--- config.mk ---
export PLATFORM = sky130hd
export DESIGN_NAME = keypad_emulator
export DESIGN_NICKNAME = d
export VERILOG_FILES = /design/src/rtl/keypad_emulator.sv
export SDC_FILE = /design/constraint.sdc
export NUM_CORES = 1
export LEC_CHECK = 0
export BUFFER_PORTS_ARGS = -buffer_cell sky130_fd_sc_hd__buf_2
export CAP_MARGIN = 5
export CORE_ASPECT_RATIO = 2
export CORE_MARGIN = 4
export CORE_UTILIZATION = 52
export DETAILED_ROUTE_END_ITERATION = 6
export HOLD_SLACK_MARGIN = 0.08
export PLACE_DENSITY = 0.76
export RECOVER_POWER = 50
export SLEW_MARGIN = 10
export SYNTH_ARGS = -nofsm -noshare
export SYNTH_HDL_FRONTEND = slang
export SYNTH_SLANG_ARGS = --single-unit
--- constraint.sdc ---
create_clock -name clk -period 2.1 [get_ports clk]
set_input_delay 0.42 -clock clk [delete_from_list [all_inputs] [get_ports clk]]
set_output_delay 0.42 -clock clk [all_outputs]
set_load 0.05 [all_outputs]
--- src/rtl/keypad_emulator.sv ---
// keypad_emulator: behavioural stand-in for a 4x4 matrix keypad, seen from the
// row-scanning side. It plays back one key press per request as press bounce,
// stable hold and release bounce. It drives active-low columns combinationally
// from the active-high row drive.
//
// Handshake: a request transfers on a rising clk edge where req_valid && req_ready.
// req_ready is high only while the FSM is IDLE, and it depends on state alone,
// never on req_valid. Request fields are sampled only on the transfer edge.
// A request presented while busy is neither accepted nor queued. The requester
// keeps req_valid high until req_ready.
module keypad_emulator #(
  parameter int          BOUNCE_W  = 8,
  parameter int          HOLD_W    = 16,
  parameter logic [7:0]  LFSR_SEED = 8'hA5
) (
  input  logic                clk,
  input  logic                reset,
  input  logic [3:0]          rows,
  output logic [3:0]          columns,
  input  logic                req_valid,
  output logic                req_ready,
  input  logic [3:0]          req_key,
  input  logic [BOUNCE_W-1:0] req_bounce,
  input  logic [HOLD_W-1:0]   req_hold,
  output logic                contact,
  output logic                busy,
  output logic                done,
  output logic [1:0]          dbg_state
);

  // The counter is shared by all phases, so it is sized for the longest field.
  localparam int CNT_W = (HOLD_W > BOUNCE_W) ? HOLD_W : BOUNCE_W;
  localparam logic [CNT_W-1:0] CNT_ONE = CNT_W'(1);
  // An all-zero LFSR would lock up, so a zero seed is replaced by 1.
  localparam logic [7:0] SEED = (LFSR_SEED == 8'h00) ? 8'h01 : LFSR_SEED;

  typedef enum logic [1:0] {
    S_IDLE    = 2'd0,
    S_PBOUNCE = 2'd1,
    S_HOLD    = 2'd2,
    S_RBOUNCE = 2'd3
  } state_t;

  state_t              state_q, state_d;
  logic [CNT_W-1:0]    cnt_q, cnt_d;
  logic [7:0]          lfsr_q, lfsr_d;
  logic [3:0]          key_q, key_d;
  logic [BOUNCE_W-1:0] bounce_q, bounce_d;
  logic [HOLD_W-1:0]   hold_q, hold_d;
  logic                done_q, done_d;
  logic                contact_w;
  logic [1:0]          row_idx;
  logic [1:0]          col_idx;

  // A hold of zero still closes the switch for one cycle.
  function automatic logic [CNT_W-1:0] hold_len(input logic [HOLD_W-1:0] h);
    if (h == '0) return CNT_ONE;
    return CNT_W'(h);
  endfunction

  // Fibonacci LFSR, x^8+x^6+x^5+x^4+1, shifting left.
  function automatic logic [7:0] lfsr_next(input logic [7:0] l);
    return {l[6:0], l[7] ^ l[5] ^ l[4] ^ l[3]};
  endfunction

  // State, counter, LFSR, latched request and done pulse registers.
  always_ff @(posedge clk or negedge reset) begin
    if (!reset) begin
      state_q  <= S_IDLE;
      cnt_q    <= '0;
      lfsr_q   <= SEED;
      key_q    <= '0;
      bounce_q <= '0;
      hold_q   <= '0;
      done_q   <= 1'b0;
    end else begin
      state_q  <= state_d;
      cnt_q    <= cnt_d;
      lfsr_q   <= lfsr_d;
      key_q    <= key_d;
      bounce_q <= bounce_d;
      hold_q   <= hold_d;
      done_q   <= done_d;
    end
  end

  // Next-state logic, contact level and LFSR stepping during the bounce phases.
  always_comb begin
    state_d   = state_q;
    cnt_d     = cnt_q;
    lfsr_d    = lfsr_q;
    key_d     = key_q;
    bounce_d  = bounce_q;
    hold_d    = hold_q;
    done_d    = 1'b0;
    contact_w = 1'b0;
    case (state_q)
      S_IDLE: begin
        if (req_valid) begin
          key_d    = req_key;
          bounce_d = req_bounce;
          hold_d   = req_hold;
          if (req_bounce != '0) begin
            state_d = S_PBOUNCE;
            cnt_d   = CNT_W'(req_bounce);
          end else begin
            state_d = S_HOLD;
            cnt_d   = hold_len(req_hold);
          end
        end
      end
      S_PBOUNCE: begin
        contact_w = lfsr_q[0];
        lfsr_d    = lfsr_next(lfsr_q);
        if (cnt_q <= CNT_ONE) begin
          state_d = S_HOLD;
          cnt_d   = hold_len(hold_q);
        end else begin
          cnt_d = cnt_q - CNT_ONE;
        end
      end
      S_HOLD: begin
        contact_w = 1'b1;
        if (cnt_q <= CNT_ONE) begin
          if (bounce_q != '0) begin
            state_d = S_RBOUNCE;
            cnt_d   = CNT_W'(bounce_q);
          end else begin
            state_d = S_IDLE;
            cnt_d   = '0;
            done_d  = 1'b1;
          end
        end else begin
          cnt_d = cnt_q - CNT_ONE;
        end
      end
      S_RBOUNCE: begin
        contact_w = lfsr_q[0];
        lfsr_d    = lfsr_next(lfsr_q);
        if (cnt_q <= CNT_ONE) begin
          state_d = S_IDLE;
          cnt_d   = '0;
          done_d  = 1'b1;
        end else begin
          cnt_d = cnt_q - CNT_ONE;
        end
      end
      default: begin
        state_d = S_IDLE;
      end
    endcase
  end

  assign row_idx = key_q[3:2];
  assign col_idx = key_q[1:0];

  // Column sense: only the latched row bit is examined, so there is no clock path.
  always_comb begin
    columns = 4'b1111;
    if (contact_w && rows[2'd3 - row_idx]) begin
      columns[2'd3 - col_idx] = 1'b0;
    end
  end

  assign req_ready = (state_q == S_IDLE);
  assign busy      = (state_q != S_IDLE);
  assign contact   = contact_w;
  assign done      = done_q;
  assign dbg_state = state_q;

endmodule

---- After elaboration in Yosys (flattened, before gate mapping) ----
Cells that the tools add are included.
word-level totals
  bits in registers ....................... 55
  bits of input ports ..................... 35
  logic and storage cells ................. 71
cells by class
  add/sub/neg operators ................... 3
  $lt $le $gt $ge ......................... 4
  eq/ne operators ......................... 7
  muxes and demuxes ....................... 35
  bitwise operators ....................... 4
  reduce and logical (&&, ||, !) cells .... 11
operator list
  kind                     count
  $mux W16                 9
  $pmux W16 S4             1
  $logic_not A16 Y1        2
  $le A16 B1 Y1 const B    1
  $reduce_bool A8 Y1       2
  $sub A16 B1 Y16 const B  1
  $mux W1                  12
  $mux W2                  6
  $mux W8                  1
  $ne A2 B2 Y1 const B     4
  $pmux W2 S4              1
  $lt A2 B3 Y1 const B     2
  $eq A2 B2 Y1 const B     2
  $mux W4                  1
  $not A4 Y4               1
  $pmux W1 S2              2
  $reduce_and A4 Y1        1
  $sub A2 B2 Y2 const A    2
  $xor A1 B1 Y1            3
  $bmux W1 S2              1
  $demux W1 S2             1
  $eq A2 B1 Y1 const B     1
  $ge A2 B1 Y1 const B     1
  $logic_and A1 B1 Y1      2
  other kinds (4)          4

---- Depth between registers and ports, before layout ----
  word-level depth ........................ 9
  gate-level depth with buffers ........... 8
  mapped depth without buffers ............ 7

---- Worst setup path after synthesis ----
No wires, ideal clock.
  kind .................................... register -> output
  start point ............................. reg state_q[1] (netlist: dbg_state[1])
  end point ............................... out columns[3]
  arrival ................................. 2123 ps
  setup slack ............................. -443 ps
  cell stages (with the launch flop) ...... 7
  path through ............................ dfrtp_1 -> clkbuf_8 -> nor2b_1 -> a21o_1 -> and2_1 -> nor2b_1 -> nand2b_1
on the way
  cells in the longest elaborated chain, start to end .. 5
  elaborated cells between the ends (all ways) .. 7
  classes of those cells .................. eq/ne: 3; mux: 2; reduce/logical: 2
RTL lines
  element                                              RTL line  RTL
  start, declared                                      44        state_t state_q, state_d;
  start signal, assigned                               77        state_q <= state_d;
  $eq A2 B2 Y1 / $eq A2 B1 Y1 (equally long branches)  97        case (state_q)
  $reduce_or A2 Y1 (no source line)                    --
  $pmux W1 S2 (*)                                      97
  named net contact                                    25        output logic contact,
  $logic_and A1 B1 Y1 (*)                              160       if (contact_w && rows[2'd3 - row_idx]) begin
  $mux W4 (*)                                          160
  end, declared                                        19        output logic [3:0] columns,
The timed path passes the listed nets; every way through them passes the cells marked *.

---- Worst setup path after layout ----
  start point ............................. reg state_q[0] (netlist: dbg_state[0])
  end point ............................... out columns[1]
on the way
  cells in the longest elaborated chain, start to end .. 5
  elaborated cells between the ends (all ways) .. 7
  classes of those cells .................. eq/ne: 3; mux: 2; reduce/logical: 2
RTL lines
  element                                              RTL line
  $eq A2 B2 Y1 / $eq A2 B1 Y1 (equally long branches)  97
  $reduce_or A2 Y1 (no source line)                    --
  $pmux W1 S2 (*)                                      97
  $logic_and A1 B1 Y1 (*)                              160
  $mux W4 (*)                                          160
Every way passes the cells marked *; elsewhere a longest branch is shown, timed or not.

==> results.cfg <==
[routing]
vias_per_cell = 6.583
drc = 5
wirelength_um = 9393
first_iter_violations = 208
wire_per_inst_um = 22.00
firstDrtPassIters = 7
final_antenna_net_count = 0
via_count = 2811

[logic_synthesis]
synth_edf_count = 0
ys_types = 64
synthCells = 297
synth_nets = 334
synthArstFlopShare_pct = 100.0
synth_top_area_share_pct = 40.78
synthFlopType = dfrtp_1
synth-seq-area-share_pct = 44.14
avgSynthCellArea_um2 = 10.54
synth_area_um2 = 3129
yosys.area.top_type = dfrtp_1
ys_seq_elements = 55
yosysWarnings = 0
synth.area.top_cells = dfrtp_1 (41%), mux2_2 (12%), dfstp_2 (3.4%), xnor2_1 (2.8%), nor2_1 (2.8%)

[timing]
worstMarginPinSlew_ns = 0.8480
timing.fmax_mhz = 471.9
final-hold-violation-count = 0
finalSetupViolations = 2
rsz0062_at_grt = yes
drv_slew = 0
slew_headroom_pct = 43.47
fin_ws_ns = -0.01909
fin_crit_sh_pct = 100.9
skew_ns = 0.002922
fin_crit_ns = 2.119

[run_status]
outcome = finished, violations left
violations = design-rule violations, negative setup slack

[clocking]
clk-insertion-delay-late_ns = 0.30
cts.sinks = 55
clock_path_buffers = 2
cts_tree = built
path_clk_slew_ns = 0.07
cts_made_buffers = 5
h-tree-depth = 2
root_buffer = clkbuf_16

[grt]
grt_overflow = 0
grt_max_degree = 41
grtUsageMet1_pct = 28.76
grt_antenna_before_repair = 0
use_met3_pct = 4.202
use_met2_pct = 45.95
grt_first_pass_wirelength_um = 15280
grt_pass1_vias = 2998
grt-busiest-layer = met2
grtUsageTotal_pct = 26.70

[hold_path]
min_path_type = in -> reg

[place]
gp_congestion = 0.9186
io_buffers = 44
dpl.hpwl_um = 7047
placed_cells = 415
dpl-instance-area_um2 = 3557

[setup_path]
startpoint_type = flop
required_ns = 1.68
crit_path_cell_trace = nor2b_2 > a21o_4 > and2_4 > nor2b_4 > nand2_2 > buf_8
critical-path-slowest-cell = dfrtp_2
crit_type = reg -> out
critical-path-max-stage-delay_ns = 0.50
worstPathArrival_ns = 1.70
endpoint_kind = primary output
path_max_fanout = 9

[flow_run]
maxCapViolations = 0

[power]
powerDensity_nw_per_um2 = 598.7
irDropWorstVdd_uv = 463.0
p_total_uw = 2303
power.leakage_uw = 0.001669

[floorplanning]
die_h_um = 117.7
rows = 39
ios = 45
dieArea_um2 = 7398
dieWidth_um = 62.86
coreArea_um2 = 5758
initial_core_util_pct = 54.35

[final_layout]
fin_area_um2 = 3847
syn_to_final_growth_pct = 22.95
layout.nets = 402
drive_above_1_share_pct = 42.35
stdcell_count = 427
utilization_pct = 66.82
diodes = 0
## final cells by class
| type | instances | area [µm²] |
|---|---|---|
| fill | 470 | 1911 |
| clock inverter | 2 | 12.51 |
| timing repair buffer | 78 | 511.7 |
| multi-input combinational | 219 | 1704 |
| inverter | 6 | 26.28 |
| sequential | 55 | 1388 |
| clock buffer | 6 | 128.9 |
| tap | 61 | 76.32 |
## path summary, 6_finish.rpt
| path | startpoint | end | slack, ns | depth (start not counted) |
|---|---|---|---|---|
| max reg2reg | dbg_state[0] | cnt_q[10] | 0.05 | 7 |
| max | dbg_state[0] | columns[1] | -0.02 | 6 |
| min in group asynchronous | reset | cnt_q[15] | 0.75 | 2 |
| min | req_key[2] | key_q[2] | 0.35 | 2 |
| min reg2reg | lfsr_q[6] | lfsr_q[7] | 0.51 | 1 |
| max in group asynchronous | reset | cnt_q[3] | 0.19 | 3 |
## critical path: cells and delay by family, from the launching register on
family	cells	cell delay, ns
compound gates	1	0.14
simple gates	4	0.62
buf+inv	1	0.15
flops	1	0.50
## cell usage in the layout, fill, tap and decap left out, types with 3 or more instances in the layout
| cell | netlist | final |
|---|---|---|
| nor4_1 | 11 | 8 |
| xnor2_1 | 10 | 10 |
| buf_4 | 1 | 31 |
| buf_6 | 1 | 3 |
| a22oi_1 | 4 | 4 |
| dfrtp_1 | 51 | 46 |
| clkbuf_16 | 0 | 5 |
| mux2_2 | 34 | 34 |
| dfrtp_2 | 0 | 5 |
| nor3_1 | 10 | 10 |
| o21ai_0 | 7 | 6 |
| dfstp_2 | 4 | 4 |
| nor2_4 | 1 | 3 |
| inv_1 | 5 | 4 |
| nand2_1 | 19 | 17 |
| a222oi_1 | 5 | 5 |
| buf_2 | 1 | 38 |
| or4_1 | 4 | 3 |
| nor2_1 | 23 | 22 |
| a21oi_1 | 17 | 17 |
| o31ai_1 | 4 | 4 |
| clkbuf_1 | 9 | 3 |
| nand3_1 | 5 | 5 |
| a31oi_1 | 10 | 9 |
## cells in the mapped netlist (all sizes together), types with 3 or more instances
master,instances
nand2,19
or4,5
o31ai,4
dfstp,4
a21oi,18
mux2,34
nor3,11
a222oi,5
xnor2,10
a31oi,10
nand3,5
nor2,25
buf,3
and2,3
and3,3
o21ai,7
dfrtp,51
clkbuf,14
a22oi,4
nor4,12
inv,5
## metrics by stage
stage	setup TNS [ns]	worst slack, ns	hold slack [ns]
after floorplan	0	0.01061	0.1244
after global placement	0	0.05905	0.3599
after detailed placement	0	0.05262	0.3599
after CTS	0	0.005479	0.3492
after global routing	-1.489	-0.07669	0.3635
final	-0.03322	-0.01909	0.3514
## cell families after synthesis
logic type,synth area share (%)
XOR/XNOR,3.079
multiplexers,13.59
AND/OR/NAND/NOR,16.71
AO/OA/AOI/OAI,16.91
buffers and inverters,4.758
flip-flops,44.14
adder cells (fa/ha/maj),0.7996
## report_power, final
| group | switching, µW | total [µW] | internal [µW] |
|---|---|---|---|
| Combinational | 165 | 324 | 159 |
| Clock | 385 | 826 | 441 |
| Sequential | 43.1 | 1150 | 1110 |
| Total | 593 | 2300 | 1710 |
## layer usage
metal | part of all wire, % | vias up
met2 | 52 | 159
met1 | 34 | 1339
li1 | - | 1266
met5 | 0 | -
met3 | 6.3 | 47
met4 | 8.2 | 0
## what timing repair did
action	CTS	global route
endpoints found under the setup margin	5	18
endpoints found under the hold margin	15	0
hold buffers	1	0
resized for setup	8	27
pin swaps	1	9
gates cloned	0	0
setup buffers	0	3
## flip-flops by register name, indices dropped and copies added, names as in the netlist
name       cells
hold_q        16
done           1
dbg_state      2
bounce_q       8
lfsr_q         8
key_q          4
cnt_q         16
No activity file was read; power rests on OpenSTA's default activity.
